File: config.mk
export PLATFORM = sky130hd
export DESIGN_NAME = load_store_unit
export DESIGN_NICKNAME = d
export VERILOG_FILES = /design/src/rtl/lsu_pkg.sv /design/src/rtl/load_store_align.sv /design/src/rtl/load_store_unit.sv
export SDC_FILE = /design/constraint.sdc
export NUM_CORES = 1
export LEC_CHECK = 0
export ABC_CLOCK_PERIOD_IN_PS = 2300
export CAP_MARGIN = 20
export CORE_UTILIZATION = 35
export DETAILED_ROUTE_END_ITERATION = 12
export PLACE_DENSITY = 0.66
export SLEW_MARGIN = 10
export SYNTH_ARGS = -nofsm -noshare
export SYNTH_HDL_FRONTEND = slang
export SYNTH_SLANG_ARGS = --single-unit
File: constraint.sdc
create_clock -name clock -period 2.3 [get_ports clock]
set_input_delay 0.23 -clock clock [delete_from_list [all_inputs] [get_ports clock]]
set_output_delay 0.23 -clock clock [all_outputs]
set_load 0.02 [all_outputs]
File: src/rtl/lsu_pkg.sv
// Shared definitions for the load/store unit: funct3 codes, FSM states and lane-shift helpers.
package lsu_pkg;

   localparam logic [2:0] F3_B  = 3'b000;
   localparam logic [2:0] F3_H  = 3'b001;
   localparam logic [2:0] F3_W  = 3'b010;
   localparam logic [2:0] F3_BU = 3'b100;
   localparam logic [2:0] F3_HU = 3'b101;

   typedef enum logic [2:0] {
      ST_IDLE,
      ST_LOAD,
      ST_STORE,
      ST_RMW_RD,
      ST_RMW_WR,
      ST_RESP
   } lsu_state_e;

   function automatic logic [4:0] byte_shift(input logic [1:0] off);
      return {off, 3'b000};
   endfunction

   function automatic logic [4:0] half_shift(input logic [1:0] off);
      return {off[1], 4'b0000};
   endfunction

endpackage

File: src/rtl/load_store_align.sv
// Byte/half lane handling: extract and extend a load lane, or merge a store lane into a word.
module load_store_align
   import lsu_pkg::*;
(
   input  logic [2:0]  funct3,
   input  logic [1:0]  byte_off,
   input  logic [31:0] ld_word,
   input  logic [31:0] rmw_word,
   input  logic [15:0] st_half,
   output logic [31:0] ld_value,
   output logic [31:0] merged_word
);

   logic [7:0]  byte_sel;
   logic [15:0] half_sel;
   logic [31:0] lane_mask;
   logic [31:0] lane_data;

   always_comb begin
      byte_sel = 8'(ld_word >> byte_shift(byte_off));
      half_sel = 16'(ld_word >> half_shift(byte_off));
      ld_value = ld_word;
      case (funct3)
         F3_B:    ld_value = {{24{byte_sel[7]}}, byte_sel};
         F3_BU:   ld_value = {24'h0, byte_sel};
         F3_H:    ld_value = {{16{half_sel[15]}}, half_sel};
         F3_HU:   ld_value = {16'h0, half_sel};
         default: ld_value = ld_word;
      endcase

      if (funct3[1:0] == 2'b01) begin
         lane_mask = 32'h0000_ffff << half_shift(byte_off);
         lane_data = {16'h0, st_half} << half_shift(byte_off);
      end else begin
         lane_mask = 32'h0000_00ff << byte_shift(byte_off);
         lane_data = {24'h0, st_half[7:0]} << byte_shift(byte_off);
      end
      merged_word = (rmw_word & ~lane_mask) | lane_data;
   end

endmodule

File: src/rtl/load_store_unit.sv
// Load/store unit: one request at a time against a word-wide memory, with sub-word
// loads/stores built from lane extraction and read-modify-write.
//
//   state     | meaning
//   ST_IDLE   | ready; latch request and decode path or error
//   ST_LOAD   | memory read, capture extended lane
//   ST_STORE  | full-word write
//   ST_RMW_RD | read word for byte/half store
//   ST_RMW_WR | write word with lane replaced
//   ST_RESP   | one-cycle response pulse
module load_store_unit
   import lsu_pkg::*;
#(
   parameter int unsigned MEM_WORDS   = 1024,
   parameter bit          CHECK_RANGE = 1'b1
) (
   input  logic        clock,
   input  logic        reset_n,
   input  logic        req_valid,
   output logic        req_ready,
   input  logic        req_write,
   input  logic [2:0]  funct3,
   input  logic [31:0] address,
   input  logic [31:0] store_data,
   output logic        resp_valid,
   output logic        resp_error,
   output logic [31:0] load_data,
   output logic [31:0] mem_address,
   output logic [31:0] mem_write_data,
   output logic        mem_MemWrite,
   output logic        mem_MemRead,
   input  logic [31:0] mem_read_data
);

   localparam logic [31:0] ADDR_LIMIT = 32'(MEM_WORDS * 4);
   localparam logic [31:0] ADDR_MASK  = ADDR_LIMIT - 32'd4;

   lsu_state_e  state_q, state_d;
   logic [2:0]  funct3_q, funct3_d;
   logic [31:0] addr_q, addr_d;
   logic [31:0] sdata_q, sdata_d;
   logic [31:0] word_q, word_d;
   logic [31:0] load_data_q, load_data_d;
   logic        resp_error_q, resp_error_d;

   logic        req_err;
   logic [31:0] ld_value;
   logic [31:0] merged_word;

   load_store_align u_align (
      .funct3      (funct3_q),
      .byte_off    (addr_q[1:0]),
      .ld_word     (mem_read_data),
      .rmw_word    (word_q),
      .st_half     (sdata_q[15:0]),
      .ld_value    (ld_value),
      .merged_word (merged_word)
   );

   // Stores only exist for b/h/w, so any store funct3 with bit 2 set is illegal.
   always_comb begin
      req_err = (funct3 == 3'b011) || (funct3 == 3'b110) || (funct3 == 3'b111)
             || (req_write && funct3[2])
             || ((funct3[1:0] == 2'b01) && address[0])
             || ((funct3[1:0] == 2'b10) && (address[1:0] != 2'b00))
             || (CHECK_RANGE && (address >= ADDR_LIMIT));
   end

   always_comb begin
      state_d        = state_q;
      funct3_d       = funct3_q;
      addr_d         = addr_q;
      sdata_d        = sdata_q;
      word_d         = word_q;
      load_data_d    = load_data_q;
      resp_error_d   = resp_error_q;
      req_ready      = 1'b0;
      resp_valid     = 1'b0;
      mem_MemRead    = 1'b0;
      mem_MemWrite   = 1'b0;
      mem_write_data = 32'h0;
      case (state_q)
         ST_IDLE: begin
            req_ready = 1'b1;
            if (req_valid) begin
               funct3_d     = funct3;
               addr_d       = address;
               sdata_d      = store_data;
               load_data_d  = 32'h0;
               resp_error_d = req_err;
               if (req_err)                   state_d = ST_RESP;
               else if (!req_write)           state_d = ST_LOAD;
               else if (funct3[1:0] == 2'b10) state_d = ST_STORE;
               else                           state_d = ST_RMW_RD;
            end
         end
         ST_LOAD: begin
            mem_MemRead = 1'b1;
            load_data_d = ld_value;
            state_d     = ST_RESP;
         end
         ST_STORE: begin
            mem_MemWrite   = 1'b1;
            mem_write_data = sdata_q;
            state_d        = ST_RESP;
         end
         ST_RMW_RD: begin
            mem_MemRead = 1'b1;
            word_d      = mem_read_data;
            state_d     = ST_RMW_WR;
         end
         ST_RMW_WR: begin
            mem_MemWrite   = 1'b1;
            mem_write_data = merged_word;
            state_d        = ST_RESP;
         end
         ST_RESP: begin
            resp_valid = 1'b1;
            state_d    = ST_IDLE;
         end
         default: state_d = ST_IDLE;
      endcase
   end

   always_ff @(posedge clock or negedge reset_n) begin
      if (!reset_n) begin
         state_q      <= ST_IDLE;
         funct3_q     <= 3'b000;
         addr_q       <= 32'h0;
         sdata_q      <= 32'h0;
         word_q       <= 32'h0;
         load_data_q  <= 32'h0;
         resp_error_q <= 1'b0;
      end else begin
         state_q      <= state_d;
         funct3_q     <= funct3_d;
         addr_q       <= addr_d;
         sdata_q      <= sdata_d;
         word_q       <= word_d;
         load_data_q  <= load_data_d;
         resp_error_q <= resp_error_d;
      end
   end

   // Without range checking, high address bits alias onto the memory index.
   assign mem_address = CHECK_RANGE ? {addr_q[31:2], 2'b00} : (addr_q & ADDR_MASK);
   assign load_data   = load_data_q;
   assign resp_error  = resp_error_q;

endmodule

; After elaboration in Yosys (flattened, before gate mapping)
; Cells that the tools add are included.
[totals]
regBits = 135
in_bits = 103
output_inout_bits = 101
wordCells = 65
[op_classes]
n_lt_le_gt_ge = 1
n_eq_ne = 15
n_shift = 6
n_mux = 15
bitwise = 3
n_reduce_logical = 18
[op_table]
columns = op, n
row1 = $pmux W32 S2, 2
row2 = $pmux W32 S4, 1
row3 = $mux W32, 3
row4 = $and A32 B32 Y32, 1
row5 = $ge A32 B13 Y1 const B, 1
row6 = $not A32 Y32, 1
row7 = $or A32 B32 Y32, 1
row8 = $shl A16 B5 Y32, 1
row9 = $shl A16 B5 Y32 const A, 1
row10 = $shl A8 B5 Y32, 1
row11 = $shl A8 B5 Y32 const A, 1
row12 = $shr A32 B5 Y16, 1
row13 = $shr A32 B5 Y8, 1
row14 = $eq A3 B3 Y1 const B, 6
row15 = $eq A3 B2 Y1 const B, 3
row16 = $pmux W3 S3, 1
row17 = $eq A3 B1 Y1 const B, 2
row18 = $logic_not A3 Y1, 2
row19 = $logic_or A1 B1 Y1, 6
row20 = $mux W3, 2
row21 = $mux W1, 5
row22 = $eq A2 B1 Y1 const B, 2
row23 = $reduce_and A2 Y1, 2
row24 = $reduce_bool A2 Y1, 2
row25 = 6 further kinds, 9

; Longest topological paths before layout
; Gate-level depths: netlist (run 1).
[logic_depth]
ltp_word = 10
mapped_depth = 7
depth_no_buf = 4

; Modules after synthesis
; Synthesis (run 1) repeated with hierarchy kept, for this count alone.
[hier_totals]
cells_unflattened = 762
hier_area_um2 = 7094.3
[by_module_without_submodules]
columns = mod, instances, cells_each, area_each_um2, seq_area_each_um2
row1 = load_store_unit, 1, 597, 5908.2, 3378.2
row2 = load_store_align, 1, 165, 1186.1, 0.0

; Least setup slack after synthesis (run 1)
; No wires, ideal clock.
[synth_path]
path_type = flip-flop to flip-flop
startpoint = register state_q[2]
endpoint = register funct3_q[0]
setup_time_ps = 125
t_arrival_ps = 2029
required_ps = 2175
setup_slack_ps = 147
path_stages_with_launch = 7
path_buffers = 3
period_less_slack_ps = 2153
path_cell_list = dfrtp_1 > buf_2 > nor3_1 > and2_1 > buf_2 > buf_2 > mux2_2
[synth_between]
elab_chain_len = 2
[synth_rtl]
columns = element, line_no
row1 = from (decl), load_store_unit.sv:38  ; lsu_state_e state_q, state_d;
row2 = from (signal assigned), load_store_unit.sv:135  ; state_q <= state_d;
row3 = $logic_not A3 Y1, load_store_unit.sv:82  ; case (state_q)
row4 = $reduce_and A2 Y1 (no source line), --
row5 = to (signal assigned), load_store_unit.sv:136  ; funct3_q <= funct3_d;
row6 = to (decl), load_store_unit.sv:39  ; logic [2:0] funct3_q, funct3_d;
; No other way between the ends.
; A chain may end at the register's enable or synchronous reset.

; Final worst setup path (run 1)
[layout_path]
startpoint = register funct3_q[1]
endpoint = output port mem_write_data[26]
[layout_between]
elab_chain_len = 6
elab_cells_between_ends = 7
cone_classes = eq/ne: 1 / mux: 3 / bitwise: 3
[layout_rtl]
columns = element, line_no
row1 = $eq A2 B1 Y1 *, load_store_align.sv:31  ; if (funct3[1:0] == 2'b01) begin
row2 = $mux W32, load_store_align.sv:31
row3 = $not A32 Y32, load_store_align.sv:38  ; merged_word = (rmw_word & ~lane_mask) | lane_data;
row4 = $and A32 B32 Y32, load_store_align.sv:38
row5 = $or A32 B32 Y32 *, load_store_align.sv:38
row6 = $pmux W32 S2 *, load_store_unit.sv:82
row7 = to (decl), load_store_unit.sv:29  ; output logic [31:0] mem_write_data,
; Mark *: on every way between the ends. The rest lies on a longest branch, timed or not.

==> results.sh, run 1 <==
export IMPL_synth_main_ff_cell="dfrtp_1"
export IMPL_ys_types=46
export IMPL_startpoint_type="flop"
export IMPL_io_pins=204
export IMPL_ys_seq_elements=135
export IMPL_n_antenna_cell=0
export IMPL_crit_arrival_ns=2.08
export IMPL_fin_nets=875
export IMPL_dr_pass1_iters=4
export IMPL_stdcell_count=1018
export IMPL_hold_viol=0
export IMPL_muxShareOfSynthArea_pct=18.3
export IMPL_ys_seq_area_share_pct=50.4
export IMPL_wl_um=20600
export IMPL_via_per_inst=5.27
export IMPL_track_usage_pct=21.2
export IMPL_post_synth_top_count_cell="dfrtp_1"
export IMPL_chipHeight_um=140
export IMPL_clk_pin_slew_ns=0.06
export IMPL_grt_ovfl_total=0
export IMPL_antenna_left=0
export IMPL_path_class="reg2out"
export IMPL_port_buffers=201
export IMPL_dpl_worst_slack_ns=-0.104
export IMPL_drc=0
export IMPL_core_mm2=0.0188
export IMPL_grt_pass1_wl_um=31500
export IMPL_violations="negative setup slack"
export IMPL_wire_per_inst_um=20.2
export IMPL_synth_xor_area_share_pct=0
export IMPL_die_w_um=140
export IMPL_clockBufferDepth=2
export IMPL_cts_sinks=135
export IMPL_drive_gt1_share_pct=28.7
export IMPL_clock_latency_ns=0.42
export IMPL_yosysWarnings=0
export IMPL_tightest_slew_ns=0.542
export IMPL_hpwl_um=15600
export IMPL_num_fill_cells=1661
export IMPL_async_reset_ff_share_pct=100
export IMPL_synth_top_area_share_pct=50.4
export IMPL_synth_simple_area_share_pct=7.61
export IMPL_synth_adder_area_share_pct=0
export IMPL_end_kind="output port"
export IMPL_vias=5364
export IMPL_report_final_slew_viol_count=0
export IMPL_synthCells=589
export IMPL_synthTopCellsByCount="dfrtp_1, mux2_2, o21ai_0"
export IMPL_worst_path_max_fanout=11
export IMPL_cellLeakagePower_nw=4.26
export IMPL_max_freq_mhz=434
export IMPL_fin_ws_ns=-0.00678
export IMPL_grt_max_degree=74
export IMPL_fin_crit_ns=2.31
export IMPL_row_count=50
export IMPL_synth_area_leaders="dfrtp_1, mux2_2, buf_4, a22o_1, o21ai_0"
export IMPL_grt_pass1_vias=5467
export IMPL_cts_made_buffers=17
export IMPL_finalClockSkew_ns=0.0102
export IMPL_gp_congestion=0.902
export IMPL_drt_iter0_drc=346
export IMPL_dp_cells=986
export IMPL_synth_area_per_cell_um2=11.4
export IMPL_post_route_period_util_pct=100
export IMPL_cts_tree="built"
export IMPL_hp_class="in2async"
export IMPL_power_density_mw_per_mm2=1420
export IMPL_synth_area_mm2=0.00671
export IMPL_syn2layout_area_growth_pct=43.2
export IMPL_whs_ns=0.222
export IMPL_synth_edf_count=0
export IMPL_start_util_pct=35.7
export IMPL_synth_compound_area_share_pct=15.4
export IMPL_drv_cap=0
export IMPL_synth_top_family_by_area="multiplexers"
export IMPL_slew_headroom_pct=63.7
export IMPL_antenna_found_initial=0
export IMPL_final_setup_viol_count=1
export IMPL_root_buffer="clkbuf_16"
export IMPL_rsz0062_at_grt="true"
export IMPL_ir_drop_v=0.000755
export IMPL_h_tree_depth=4
export IMPL_die_area_mm2=0.0197
export IMPL_cp_required_ns=2.07
export IMPL_outcome="complete, but fails checks"
export IMPL_yosysTopAreaCell="dfrtp_1"
[worst paths after layout]
kind / start / endpoint / slack (ns) / cells after the start
worst max-delay path: funct3_q[1] / mem_write_data[26] / -0.007 / 7
worst min-delay path: reset_n / load_data[25] / 0.22 / 2
worst max register to register: funct3_q[1] / load_data[16] / 0.16 / 7
worst min register to register: word_q[8] / word_q[8] / 0.49 / 2
max in group asynchronous: reset_n / addr_q[0] / 1.33 / 3
min in group clock: address[8] / addr_q[8] / 0.43 / 2
[report_power, final]
group	total, mW	switching (mW)	internal (mW)
Sequential	3.89	0.606	3.28
Combinational	6.76	3.58	3.18
Clock	2.94	0.988	1.95
Total	13.6	5.18	8.41
[metrics by stage]
step	setup TNS [ns]	instance area [um^2]	total power [mW]	utilization, %
after floorplan	0	6710	7.88	-
after global placement	-0.139	8910	10.3	47.5
after detailed placement	-0.627	8910	10.5	47.5
after CTS	-0.138	9590	13.5	51.1
after global routing	-0.281	9600	14.3	51.2
final	-0.00678	9600	13.6	51.2
[critical path: stages, from the launching register on]
cell             delay (ns)
dfrtp_1                0.41
buf_4                  0.15
nand2b_4               0.14
buf_12                 0.15
mux2i_1                0.29
a221oi_2               0.10
a21o_1                 0.17
clkdlybuf4s15_2        0.24
[registers in the layout, indices dropped and copies added, names as in the netlist]
signal,count
addr_q,32
sdata_q,32
word_q,32
state_q,3
load_data,32
funct3_q,3
resp_error,1
[per-layer routing]
metal,up-vias,track usage (%),wire length (um)
li1,2443,-,-
met1,2685,28.7,9190
met2,212,33.9,9810
met3,24,4.99,1230
met4,0,5.96,334
met5,-,0,0
[cell usage in the layout, fill, tap and decap left out, drive strengths merged, types with 12 or more instances in the layout]
cell type,instances
dfrtp,135
a21oi,12
nand2b,27
clkbuf,32
a221oi,15
a22o,26
o21ai,47
nand2,35
mux2,91
inv,26
buf,60
a21o,14
mux2i,18
clkdlybuf4s50,167
nor2,12
[cell type report]
type / count / area [um^2] / share of cell area, %
inverters: 26 / 97.6 / 1.02
flip-flops and latches: 135 / 3380 / 35.2
clock inverters: 7 / 140 / 1.46
clock buffers: 24 / 502 / 5.22
well taps: 234 / 293 / 3.05
multi-input cells: 355 / 2940 / 30.6
repair buffers: 237 / 2250 / 23.4
[timing repair]
item                                   CTS  global route
buffers inserted                         1             0
pin swaps                                8             8
setup endpoints to repair               33            26
hold buffers                             1             0
cloned                                   0             0
endpoints found under the hold margin   67             0
resized for setup                      117            55
[kinds of logic (layout without fill, tap and decap cells)]
family	after synthesis	count (layout)
buffers and inverters	100	294
and+or+nand+nor	99	99
other	1	2
AOI/OAI and AO/OA	144	144
muxes	110	110
DFF	135	135
(Power assumes the default switching activity.)
==> inputs of run 2 (changes only) <==
--- a/config.mk
+++ b/config.mk
@@ -7,6 +7,7 @@
 export LEC_CHECK = 0
 export ABC_CLOCK_PERIOD_IN_PS = 2300
 export CAP_MARGIN = 20
+export CORE_MARGIN = 1.5
 export CORE_UTILIZATION = 35
 export DETAILED_ROUTE_END_ITERATION = 12
 export PLACE_DENSITY = 0.66
==> run 2 against run 1 <==
The flow now finishes without violations. Flip-flop and latch count did not move. Core utilization increased by 0.34 points. Global-route usage is essentially flat. Wire length grew 2.0%. Die area increased by 1.4%. Setup slack improved by 0.017 ns. Combinational power shrank 1%. Via count rose by 0.37%. Clock skew is 0.0029 ns lower. First-iteration DRC count increased by 10%. Critical path depth is 1 lower. Power increased by 0.63%. Largest power group unchanged.
==> results.sh, run 2 (synthesis results as in run 1) <==
export IMPL_dr_pass1_iters=6
export IMPL_track_usage_pct=21.2
export IMPL_final_setup_viol_count=0
export IMPL_path_class="reg2out"
export IMPL_cp_required_ns=2.07
export IMPL_grt_ovfl_total=0
export IMPL_cts_made_buffers=17
export IMPL_core_mm2=0.0188
export IMPL_die_area_mm2=0.0200
export IMPL_via_per_inst=5.27
export IMPL_vias=5384
export IMPL_syn2layout_area_growth_pct=44.1
export IMPL_tns_ns=0
export IMPL_path_cells="nand2b_1, buf_12, mux2i_2, a221oi_1, a21o_1, clkdlybuf4s15_2"
export IMPL_start_util_pct=35.7
export IMPL_internal_power_mw=8.51
export IMPL_slew_headroom_pct=63.0
export IMPL_clk_pin_slew_ns=0.06
export IMPL_fin_crit_ns=2.29
export IMPL_port_buffers=201
export IMPL_end_kind="output port"
export IMPL_grt_pass1_wl_um=32100
export IMPL_drt_iter0_drc=382
export IMPL_ir_drop_v=0.000708
export IMPL_power_density_mw_per_mm2=1410
export IMPL_cellLeakagePower_nw=4.29
export IMPL_power_mw=13.7
export IMPL_clock_latency_ns=0.41
export IMPL_drv_cap=0
export IMPL_io_pins=204
export IMPL_gp_congestion=0.902
export IMPL_slowest_delay_ns=0.42
export IMPL_wl_um=21000
export IMPL_layout_common_cells="clkdlybuf4s50_1, dfrtp_1, mux2_2"
export IMPL_post_route_period_util_pct=99.6
export IMPL_switching_share_pct=37.7
export IMPL_wire_per_inst_um=20.5
export IMPL_outcome="finished, final reports clean"
export IMPL_clockBufferDepth=2
export IMPL_drc=0
export IMPL_n_antenna_cell=0
export IMPL_drive_gt1_share_pct=26.9
export IMPL_crit_buf_inv=2
export IMPL_worst_path_max_fanout=11
export IMPL_hold_viol=0
export IMPL_crit_arrival_ns=2.06
export IMPL_startpoint_type="flop"
export IMPL_report_final_slew_viol_count=0
export IMPL_combPwrFrac_pct=48.9
export IMPL_root_buffer="clkbuf_16"
export IMPL_grt_pass1_vias=5553
export IMPL_fin_nets=879
export IMPL_layout_commonest_cell="clkdlybuf4s50_1"
export IMPL_cts_tree="built"
export IMPL_rsz0062_at_grt="true"
export IMPL_cts_sinks=135
export IMPL_p_clk_share_pct=22.6
export IMPL_num_fill_cells=1678
export IMPL_hpwl_um=16000
export IMPL_tightest_slew_ns=0.552
export IMPL_slowest_stage="dfrtp_1"
export IMPL_antenna_found_initial=0
export IMPL_max_freq_mhz=437
export IMPL_die_w_um=141
export IMPL_path_delay_family="compound AO/OA/AOI/OAI gates"
export IMPL_p_switching_mw=5.16
export IMPL_h_tree_depth=4
export IMPL_grt_max_degree=48
export IMPL_seqPwrFrac_pct=28.5
export IMPL_row_count=50
export IMPL_chipHeight_um=141
export IMPL_finalClockSkew_ns=0.00731
export IMPL_antenna_left=0
export IMPL_hp_class="in2async"
## run 2: cell count changes in the layout (fill, tap and decap cells not counted), moves of 4 or more
cell	delta
clkdlybuf4s15_2	+10
a221oi_1	+5
a221oi_2	-5
clkbuf_2	-5
buf_2	-4
clkbuf_8	-4
clkdlybuf4s15_1	+4
dlygate4sd2_1	+4
## run 2: worst paths after layout
kind,start,endpoint,slack [ns],depth (start not counted)
setup reg to reg,addr_q[1],load_data[20],0.16,6
setup / recovery,funct3_q[1],mem_write_data[8],0.01,6
hold / removal,reset_n,load_data[30],0.28,2
min in group clock,store_data[11],sdata_q[11],0.43,2
hold reg to reg,word_q[9],word_q[9],0.48,2
max in group asynchronous,reset_n,state_q[2],1.30,3
## run 2: layout make-up
| class | instances | area (um^2) | area share (%) |
|---|---|---|---|
| Clock inverter | 13 | 228 | 2.36 |
| Sequential cell | 135 | 3380 | 34.9 |
| Inverter | 26 | 97.6 | 1.01 |
| Tap cell | 234 | 293 | 3.03 |
| Clock buffer | 18 | 439 | 4.54 |
| Timing Repair Buffer | 241 | 2350 | 24.3 |
| Multi-Input combinational cell | 355 | 2880 | 29.8 |
## run 2: metal layers
metal	GRT usage [%]	vias to the layer above	share of wire (%)
li1	-	2456	-
met1	29.5	2682	45
met2	34.0	219	47
met3	3.78	27	6.1
met4	6.35	0	1.9
met5	0	-	0
## run 2: repair_timing
action,in CTS,in global routing
pin swaps,2,3
setup buffers,1,1
gates resized for setup,102,17
setup endpoints to repair,33,24
hold endpoints to repair,35,0
hold buffers,1,0
## run 2: metrics by stage
stage / utilization [%] / area, um^2 / setup slack, ns / instances / hold slack, ns
global placement: 47.5 / 8910 / -0.0311 / 988 / 0.158
detailed placement: 47.5 / 8910 / -0.0496 / 988 / 0.162
floorplan: - / 6710 / 0.147 / 590 / -0.0656
CTS: 51.4 / 9650 / -0.00621 / 1021 / 0.289
finish: 51.5 / 9670 / 0.00989 / 1022 / 0.276
global route: 51.5 / 9670 / -0.0802 / 1022 / 0.314
## run 2: power by group through the flow
| stage | clock network (mW) | registers [mW] | logic (mW) |
|---|---|---|---|
| after global placement | 0 | 3.88 | 6.47 |
| after floorplan | 0 | 4.00 | 3.89 |
| after global routing | 3.25 | 4.00 | 7.13 |
| final | 3.09 | 3.89 | 6.69 |
| after CTS | 3.15 | 3.89 | 6.65 |
| after detailed placement | 0 | 3.91 | 6.58 |
